[src/rtl/bcd_tick_counter.sv]
// bcd_tick_counter: multi-digit BCD up/down counter stepped by an internal tick divider, with a multiplexed digit-scan output.
// Latency: count/wrap update on the edge after the tick cycle; a load shows on the edge it is sampled; scan_bcd is combinational.
// Backpressure: none; en and up are only sampled in the tick cycle, and load always wins over a step.
//
// Ports:
//   clk       system clock, rising edge
//   rst       asynchronous active-high reset
//   en        count enable, sampled in tick cycles only
//   up        direction (1 = increment, 0 = decrement), sampled in tick cycles only
//   load      synchronous load strobe, highest priority
//   load_val  BCD value to load, digit 0 in [3:0]; nibbles above 9 load as 9
//   count     registered BCD count
//   tick      registered one-cycle pulse every CLK_HZ/TICK_HZ cycles
//   wrap      registered one-cycle pulse on an all-9s <-> all-0s rollover
//   scan_an   one-hot active-high digit select, advances every SCAN_DIV cycles
//   scan_bcd  nibble of the digit selected by scan_an
//
// Optional feature: define BCD_TICK_COUNTER_SATURATE_EN to hold at all-9s / all-0s
// instead of wrapping; wrap then never asserts.
module bcd_tick_counter #(
  parameter int CLK_HZ   = 50_000_000,
  parameter int TICK_HZ  = 1,
  parameter int SCAN_DIV = 50_000,
  parameter int DIGITS   = 2
) (
  input  logic                  clk,
  input  logic                  rst,
  input  logic                  en,
  input  logic                  up,
  input  logic                  load,
  input  logic [4*DIGITS-1:0]   load_val,
  output logic [4*DIGITS-1:0]   count,
  output logic                  tick,
  output logic                  wrap,
  output logic [DIGITS-1:0]     scan_an,
  output logic [3:0]            scan_bcd
);

  localparam int DIV    = CLK_HZ / TICK_HZ;
  localparam int DIV_W  = (DIV > 1) ? $clog2(DIV) : 1;
  localparam int SCAN_W = (SCAN_DIV > 1) ? $clog2(SCAN_DIV) : 1;
  localparam int IDX_W  = (DIGITS > 1) ? $clog2(DIGITS) : 1;

  localparam logic [DIV_W-1:0]  DIV_LAST  = DIV_W'(DIV - 1);
  localparam logic [SCAN_W-1:0] SCAN_LAST = SCAN_W'(SCAN_DIV - 1);
  localparam logic [IDX_W-1:0]  IDX_LAST  = IDX_W'(DIGITS - 1);

  // ---------------------------------------------------------------------------
  // State
  // ---------------------------------------------------------------------------
  logic [DIV_W-1:0]      div_q,      div_d;
  logic                  tick_q,     tick_d;
  logic [4*DIGITS-1:0]   count_q,    count_d;
  logic                  wrap_q,     wrap_d;
  logic [SCAN_W-1:0]     scan_div_q, scan_div_d;
  logic [IDX_W-1:0]      scan_idx_q, scan_idx_d;

  // Combinational step result and rollover detection.
  logic [4*DIGITS-1:0]   step_val;
  logic                  all_nines;
  logic                  all_zeros;
  logic                  wrap_cond;

  // Clamp every nibble of a BCD word to the range 0..9.
  function automatic logic [4*DIGITS-1:0] clamp_bcd(input logic [4*DIGITS-1:0] v);
    logic [4*DIGITS-1:0] r;
    r = v;
    for (int i = 0; i < DIGITS; i++) begin
      if (v[4*i +: 4] > 4'd9) begin
        r[4*i +: 4] = 4'd9;
      end
    end
    return r;
  endfunction

  // ---------------------------------------------------------------------------
  // Tick divider: free-running, never gated by en or load.
  // tick_q is registered so that it is high exactly while div_q == DIV-1.
  // ---------------------------------------------------------------------------
  always_comb begin
    div_d  = (div_q == DIV_LAST) ? '0 : div_q + DIV_W'(1);
    tick_d = (div_d == DIV_LAST);
  end

  // ---------------------------------------------------------------------------
  // Parallel BCD step: the carry/borrow is resolved across all digits in one
  // cycle, so a multi-digit rollover lands on a single edge.
  // ---------------------------------------------------------------------------
  always_comb begin
    logic       carry;
    logic [3:0] digit;
    step_val  = count_q;
    all_nines = 1'b1;
    all_zeros = 1'b1;
    carry     = 1'b1;           // digit 0 always steps
    digit     = 4'd0;
    for (int i = 0; i < DIGITS; i++) begin
      digit = count_q[4*i +: 4];
      if (digit != 4'd9) all_nines = 1'b0;
      if (digit != 4'd0) all_zeros = 1'b0;
      if (carry) begin
        if (up) begin
          if (digit >= 4'd9) begin
            step_val[4*i +: 4] = 4'd0;
          end else begin
            step_val[4*i +: 4] = digit + 4'd1;
            carry              = 1'b0;
          end
        end else begin
          if (digit == 4'd0) begin
            step_val[4*i +: 4] = 4'd9;
          end else begin
            step_val[4*i +: 4] = digit - 4'd1;
            carry              = 1'b0;
          end
        end
      end
    end
    wrap_cond = up ? all_nines : all_zeros;
  end

  // ---------------------------------------------------------------------------
  // Count next state: load > (tick & en) > hold. A load in a tick cycle
  // consumes that tick.
  // ---------------------------------------------------------------------------
  always_comb begin
    count_d = count_q;
    wrap_d  = 1'b0;
    if (load) begin
      count_d = clamp_bcd(load_val);
    end else if (tick_q && en) begin
`ifdef BCD_TICK_COUNTER_SATURATE_EN
      // At the end of the range the step is dropped rather than wrapped.
      if (!wrap_cond) begin
        count_d = step_val;
      end
`else
      count_d = step_val;
      wrap_d  = wrap_cond;
`endif
    end
  end

  // ---------------------------------------------------------------------------
  // Digit scan: index advances on the edge after the scan divider hits its
  // last value. With one digit the index is pinned at 0.
  // ---------------------------------------------------------------------------
  always_comb begin
    scan_div_d = (scan_div_q == SCAN_LAST) ? '0 : scan_div_q + SCAN_W'(1);
    scan_idx_d = scan_idx_q;
    if (scan_div_q == SCAN_LAST) begin
      scan_idx_d = (scan_idx_q == IDX_LAST) ? '0 : scan_idx_q + IDX_W'(1);
    end
  end

  always_comb begin
    scan_an  = '0;
    scan_bcd = 4'd0;
    for (int i = 0; i < DIGITS; i++) begin
      if (scan_idx_q == IDX_W'(i)) begin
        scan_an[i] = 1'b1;
        scan_bcd   = count_q[4*i +: 4];
      end
    end
  end

  // ---------------------------------------------------------------------------
  // Registers
  // ---------------------------------------------------------------------------
  always_ff @(posedge clk or posedge rst) begin
    if (rst) begin
      div_q      <= '0;
      tick_q     <= 1'b0;
      count_q    <= '0;
      wrap_q     <= 1'b0;
      scan_div_q <= '0;
      scan_idx_q <= '0;
    end else begin
      div_q      <= div_d;
      tick_q     <= tick_d;
      count_q    <= count_d;
      wrap_q     <= wrap_d;
      scan_div_q <= scan_div_d;
      scan_idx_q <= scan_idx_d;
    end
  end

  assign count = count_q;
  assign tick  = tick_q;
  assign wrap  = wrap_q;

endmodule

[config.mk]
export PLATFORM = sky130hd
export DESIGN_NAME = bcd_tick_counter
export DESIGN_NICKNAME = d
export VERILOG_FILES = /design/src/rtl/bcd_tick_counter.sv
export SDC_FILE = /design/constraint.sdc
export NUM_CORES = 1
export LEC_CHECK = 0
export BUFFER_PORTS_ARGS = -buffer_cell sky130_fd_sc_hd__clkbuf_2
export CAP_MARGIN = 20
export CORE_UTILIZATION = 39
export CTS_CLUSTER_DIAMETER = 120
export DETAILED_ROUTE_END_ITERATION = 7
export MAX_ROUTING_LAYER = met4
export PLACE_DENSITY = 0.68
export SETUP_SLACK_MARGIN = 0.3
export SYNTH_ARGS = -nofsm -noshare
export SYNTH_HDL_FRONTEND = slang
export SYNTH_SLANG_ARGS = --single-unit
[constraint.sdc]
create_clock -name clk -period 3.4 [get_ports clk]
set_clock_uncertainty 0.2 [all_clocks]
set_input_delay 0.34 -clock clk [delete_from_list [all_inputs] [get_ports clk]]
set_output_delay 0.34 -clock clk [all_outputs]
set_load 0.02 [all_outputs]
==> run_results.csv, run 1 <==
group,metric,value,unit
outcome,outcome,"finished clean",
final_layout,fillCellCount,748,
clocking,cts_max_path_buffers,2,
global_routing,grt_overflow,0,
worst_hold_path,hold_path_depth,3,
route,detail_route.first_pass.iterations,4,
logic_synthesis,synth_warnings,0,
clocking,h-tree-depth,2,
clocking,post_cts_buffers,0,
logic_synthesis,synth_common_cells,"53 x dfrtp_1, 43 x nor2_1, 23 x nand3_1, 22 x xor2_1, 21 x nand2_1",
clocking,path_clk_slew,100,ps
global_routing,grt_start_max_net_pins,38,
critical_path,cp.required,3420,ps
pwr,cellPowerDensity,376,nW/um2
logic_synthesis,async_reset_ff_share,100,%
pwr,peakVddDrop,189,uV
pwr,switching_share,29.9,%
logic_synthesis,synth_cells,336,
clocking,cts_root_buf,"clkbuf_8",
global_routing,first_global_vias,2388,
route,dr.first_iter.drc_count,159,
logic_synthesis,synth_largest_area_cell,"dfrtp_1",
critical_path,r2r_end,"tick",
die,rows,32,
logic_synthesis,syn_area_per_cell,9.33,um2
critical_path,path_common_cell,"nand3_1",
placed_design,io_buffers,28,
clocking,postCtsHoldBufs,1,
global_routing,grt_pass1_wl,11.5,mm
pwr,internal_power,0.000909,W
logic_synthesis,synth-main-ff-cell,"dfrtp_1",
critical_path,path_class,"reg2reg",
pwr,power_frac_comb,18.0,%
critical_path,r2r_start,"div_q[0]",
logic_synthesis,ys_ff_latch,53,
critical_path,path_delay_family,"simple AND/OR/NAND/NOR gates",
critical_path,end_kind,"register",
die,start_util,40.4,%
critical_path,crit_arrival,2730,ps
clocking,cts_buffers,5,
flow_run,maxCapViolations,0,
route,num_vias,2528,
logic_synthesis,synth_nets,357,
critical_path,start_kind,"register",
logic_synthesis,synth_area_leaders,"dfrtp_1 42%, xor2_1 6.1%, nor2_1 5.1%",
timing,max_freq,0.370,GHz
timing,hold_viol_final,0,
critical_path,critPathSlowestCell,"or4_1",
die,die_h,91.7,um
clocking,clk_latency,310,ps
timing,slew_headroom,48.3,%
timing,finalSetupViolCount,0,
critical_path,max_stage_delay,520,ps
critical_path,cp.buffers_inverters,0,
timing,finalSetupTns,0,ps
critical_path,r2r_setup_slack,700,ps
logic_synthesis,synth_edf_count,0,
timing,grt_setup_unrepaired,"no",
clocking,cts_tree,"yes",
logic_synthesis,synth.top_cell.area_share,42.3,%
final_layout,antenna_cells,0,
logic_synthesis,yosysSeqAreaShare,42.3,%
pwr,seq_power_share,53.3,%
die,die_area,8400,um2
timing,tightest_slew,774,ps
placed_design,routabilityCongestion,0.880,
global_routing,grt_use_total,17.3,%
die,core,7770,um2
critical_path,path_cells,"ha_1 > nand3_1 > nor3_1 > nand3_1 > xor2_1 > or4_1 > nor3_2",
route,wl,6.52,mm
logic_synthesis,synth_cell_types,49,
critical_path,reg2regPathDepth,7,
route,vias_per_cell,5.47,
global_routing,antenna_found_initial,0,
timing,drv_slew,0,
route,ant_nets,0,
pwr,p_leak,1.52,nW
timing,fin_crit,2700,ps
placed_design,hpwl,4.77,mm
die,die_x,91.7,um
die,ioPinCount,29,
worst_hold_path,hold_path_class,"in2reg",
route,routedWlPerCell,14.1,um
pwr,switchingPower,0.000388,W
final_layout,drive_above_1_share,15.0,%
worst_hold_path,hp-start,"load_val[0]",
clocking,cts_resized,0,
final_layout,area_growth_syn_to_layout,10.1,%
timing,timing.final.crit_share,79.5,%
pwr,power.total,0.00130,W
critical_path,cp_max_fo,6,
final_layout,fin_nets,380,
logic_synthesis,synth.most_common_cell,"dfrtp_1",
clocking,cts.sinks,53,
route,drc_errors,0,
logic_synthesis,syn_area,3140,um2
worst_hold_path,holdPathEnd,"count[0]",
pwr,pwr-share-clk,28.8,%
-- logic make-up (layout without fill, tap and decap cells) --
group	Yosys count	count (layout)	synth area share, %
XOR/XNOR	40	40	11.2
buffers and inverters	26	50	3.63
AND/OR/NAND/NOR	152	152	26.7
flip-flops	53	53	42.3
multiplexers	8	8	3.23
adder cells (fa/ha/maj)	8	8	3.19
AO/OA/AOI/OAI	49	49	9.78
-- worst register-to-register path, stage by stage, from the launching register on --
cell and delay, ps:
dfrtp_1 440, ha_1 230, nand3_1 220, nor3_1 490, nand3_1 160, xor2_1 180
or4_1 520, nor3_2 190
-- area by class of cell --
type / instances / area (um2) / area share, %
clock buffers: 6 / 82.6 / 2.39
clock inverters: 2 / 13.8 / 0.399
inverters: 11 / 41.3 / 1.20
multi-input cells: 257 / 1700 / 49.1
flip-flops and latches: 53 / 1330 / 38.4
well taps: 102 / 128 / 3.70
repair buffers: 31 / 165 / 4.78
-- power by group through the flow --
stage	clock, W	sequential [W]	combinational [W]
5_1_grt	0.000411	0.000697	0.000259
2_1_floorplan	0	0.000705	0.000159
4_1_cts	0.000384	0.000691	0.000234
6_report	0.000373	0.000691	0.000233
3_3_place_gp	0	0.000702	0.000229
3_5_place_dp	0	0.000703	0.000232
-- worst max path at each step --
stage                     endpoint  slack (ps)       from  cells after the start
after floorplan               tick         910   div_q[0]                      8
after global placement        tick         870   div_q[0]                      7
after detailed placement      tick         740   div_q[0]                      7
after CTS                     tick         710   div_q[0]                      7
after global routing          tick         550  div_q[12]                      6
final                         tick         700   div_q[0]                      7
-- through the flow --
step	std cells	instance area (um2)	setup WS [ps]	util, %	hold slack, ps
3_3_place_gp	453	3350	873	43.1	242
5_1_grt	462	3450	551	44.4	114
4_1_cts	462	3450	707	44.4	77.4
6_report	462	3450	697	44.4	78.9
3_5_place_dp	453	3350	737	43.1	251
2_1_floorplan	336	3140	912	-	225
-- cells in the final DEF, fill, tap and decap left out, types with 8 or more instances in the layout --
cell / n
and3_1: 9
clkbuf_2: 28
dfrtp_1: 53
ha_1: 8
inv_1: 10
nand2_1: 21
nand3_1: 23
nor2_1: 43
nor3_1: 11
nor4_1: 8
o21ai_0: 19
xnor2_1: 18
xor2_1: 22
-- sequential cells by signal (all words and copies together) (netlist names) --
name / flops
div_q: 26
scan_div_q: 16
count: 8
scan_idx_q: 1
tick: 1
wrap: 1
-- metal layers --
| layer | GRT usage, % | vias up | routed length [um] |
|---|---|---|---|
| met5 | - | - | 0 |
| met1 | 23.6 | 1233 | 3300 |
| met2 | 26.8 | 48 | 2920 |
| met3 | 2.99 | 7 | 226 |
| li1 | - | 1240 | - |
| met4 | 4.63 | 0 | 80 |
Note: power is estimated with default switching activity, not from simulation.
==> run 2: changes to the inputs <==
- clock period: 3.4 -> 2.7 ns (I/O delays scaled with it)
==> run_results.csv, run 2 (synthesis gave the netlist of run 1 again) <==
group,metric,value,unit
die,start_util,40.4,%
die,die_area,8400,um2
critical_path,cp-endpoint,"tick",
critical_path,cp_max_fo,6,
global_routing,grt_use_total,17.5,%
global_routing,grt_overflow,0,
placed_design,io_buffers,28,
placed_design,dpl_cell_area,3440,um2
final_layout,final_cell_mix,"46 x dfrtp_1, 42 x nor2_1, 28 x clkbuf_2, 28 x buf_4, 23 x nand3_1",
critical_path,path_delay_family,"simple AND/OR/NAND/NOR gates",
die,core,7770,um2
final_layout,drive_above_1_share,24.6,%
timing,timing.final.crit_share,92.4,%
route,dr.first_iter.drc_count,156,
timing,worst_slack,205,ps
critical_path,max_stage_delay,520,ps
route,met3_length,227,um
critical_path,path_cells,"nand4_4 > nor4_4 > a41oi_2 > or4_4 > or4_4 > nor3_2",
critical_path,worst-path-stages,6,
critical_path,start_kind,"register",
critical_path,r2r_end,"tick",
route,met2_length,3.32,mm
flow_run,maxCapViolations,0,
pwr,peakVddDrop,207,uV
global_routing,antenna_found_initial,0,
route,vias_per_cell,5.37,
route,wl,6.93,mm
critical_path,critPathSlowestCell,"or4_4",
die,die_h,91.7,um
timing,finalSetupTns,0,ps
timing,hold_viol_final,0,
clocking,clk_latency,310,ps
pwr,p_leak,1.66,nW
route,met1_length,3.30,mm
critical_path,path_common_cell,"or4_4",
critical_path,path_class,"reg2reg",
timing,finalSetupViolCount,0,
die,ioPinCount,29,
critical_path,crit_arrival,2530,ps
global_routing,first_global_vias,2574,
final_layout,area_growth_syn_to_layout,18.7,%
clocking,cts_max_path_buffers,2,
final_layout,top_register,"div_q",
global_routing,grt_start_max_net_pins,54,
route,routedWlPerCell,14.2,um
timing,tightest_slew,663,ps
critical_path,r2r_setup_slack,200,ps
clocking,path_clk_slew,100,ps
final_layout,layout_commonest_cell,"dfrtp_1",
route,ant_nets,0,
outcome,outcome,"finished clean",
route,detail_route.first_pass.iterations,4,
final_layout,fin_nets,406,
critical_path,startpoint,"div_q[5]",
timing,drv_slew,0,
critical_path,r2r_start,"div_q[5]",
clocking,cts_buffers,5,
placed_design,dp_slack,130,ps
critical_path,end_kind,"register",
critical_path,reg2regPathDepth,6,
clocking,cts_root_buf,"clkbuf_8",
route,top_layer,"met4",
timing,grt_setup_unrepaired,"yes",
critical_path,cp.buffers_inverters,0,
final_layout,antenna_cells,0,
global_routing,grt_pass1_wl,11.5,mm
worst_hold_path,hold_path_class,"in2reg",
timing,max_freq,0.401,GHz
final_layout,fin_area,3720,um2
die,rows,32,
critical_path,cp.required,2730,ps
clocking,cts.sinks,53,
clocking,h-tree-depth,2,
timing,fin_crit,2500,ps
placed_design,hpwl,4.71,mm
placed_design,routabilityCongestion,0.907,
route,drc_errors,0,
die,die_x,91.7,um
clocking,cts_tree,"yes",
final_layout,largest_reg_flops,26,
pwr,cellPowerDensity,461,nW/um2
timing,slew_headroom,55.8,%
route,num_vias,2622,
## run 2: changes by cell type in the layout (fill, tap and decap cells not counted), moves of 2 or more
cell / delta
buf_4: +26
dfrtp_1: -7
dfrtp_2: +7
ha_1: -2
or4_1: -2
or4_4: +2
## run 2: worst min-delay path by stage
stage                  startpoint             to  cells past startpoint
finish                load_val[0]       count[0]                      3
detailed placement  scan_div_q[0]  scan_div_q[0]                      1
CTS                   load_val[0]       count[0]                      3
global placement    scan_div_q[0]  scan_div_q[0]                      1
global route          load_val[1]       count[1]                      3
floorplan             load_val[3]       count[3]                      2
## run 2: layout make-up
| class | instances | area (um2) |
|---|---|---|
| fill | 762 | 4050 |
| multi-input combinational | 257 | 1740 |
| sequential | 53 | 1340 |
| timing repair buffer | 57 | 360 |
| tap | 102 | 128 |
| clock buffer | 5 | 68.8 |
| clock inverter | 3 | 46.3 |
| inverter | 11 | 41.3 |
## run 2: report_power, final
| group | switching, W | internal (W) | total (W) |
|---|---|---|---|
| logic | 0.000179 | 0.000131 | 0.000309 |
| clock network | 0.000265 | 0.000278 | 0.000543 |
| registers | 0.0000489 | 0.000815 | 0.000864 |
| total | 0.000493 | 0.00122 | 0.00172 |
## run 2: worst reg2reg max path, delay by kind of cell (launching register included)
family / cells / cell delay [ps]
and+or+nand+nor: 5 / 1640
DFF: 1 / 410
AOI/OAI and AO/OA: 1 / 170
## run 2: metrics by stage
stage          hold WS, ps  util, %  power (W)  instances
6_report              21.8     47.9    0.00172        488
5_1_grt               28.3     47.9    0.00180        488
4_1_cts               9.69     47.3    0.00173        485
3_5_place_dp           252     44.3    0.00118        464
3_3_place_gp           239     44.3    0.00117        464
2_1_floorplan          204        -    0.00109        336
## run 2: layer usage
metal | vias up | GRT usage [%]
li1 | 1296 | -
met5 | - | -
met3 | 7 | 3.07
met4 | 0 | 4.37
met2 | 43 | 29.6
met1 | 1276 | 21.7
## run 2: timing repair
item	CTS	global route
hold buffers	1	0
setup buffers	12	3
hold endpoints to repair	53	0
setup endpoints to repair	5	6
gates resized for setup	8	6
pin swaps	2	4
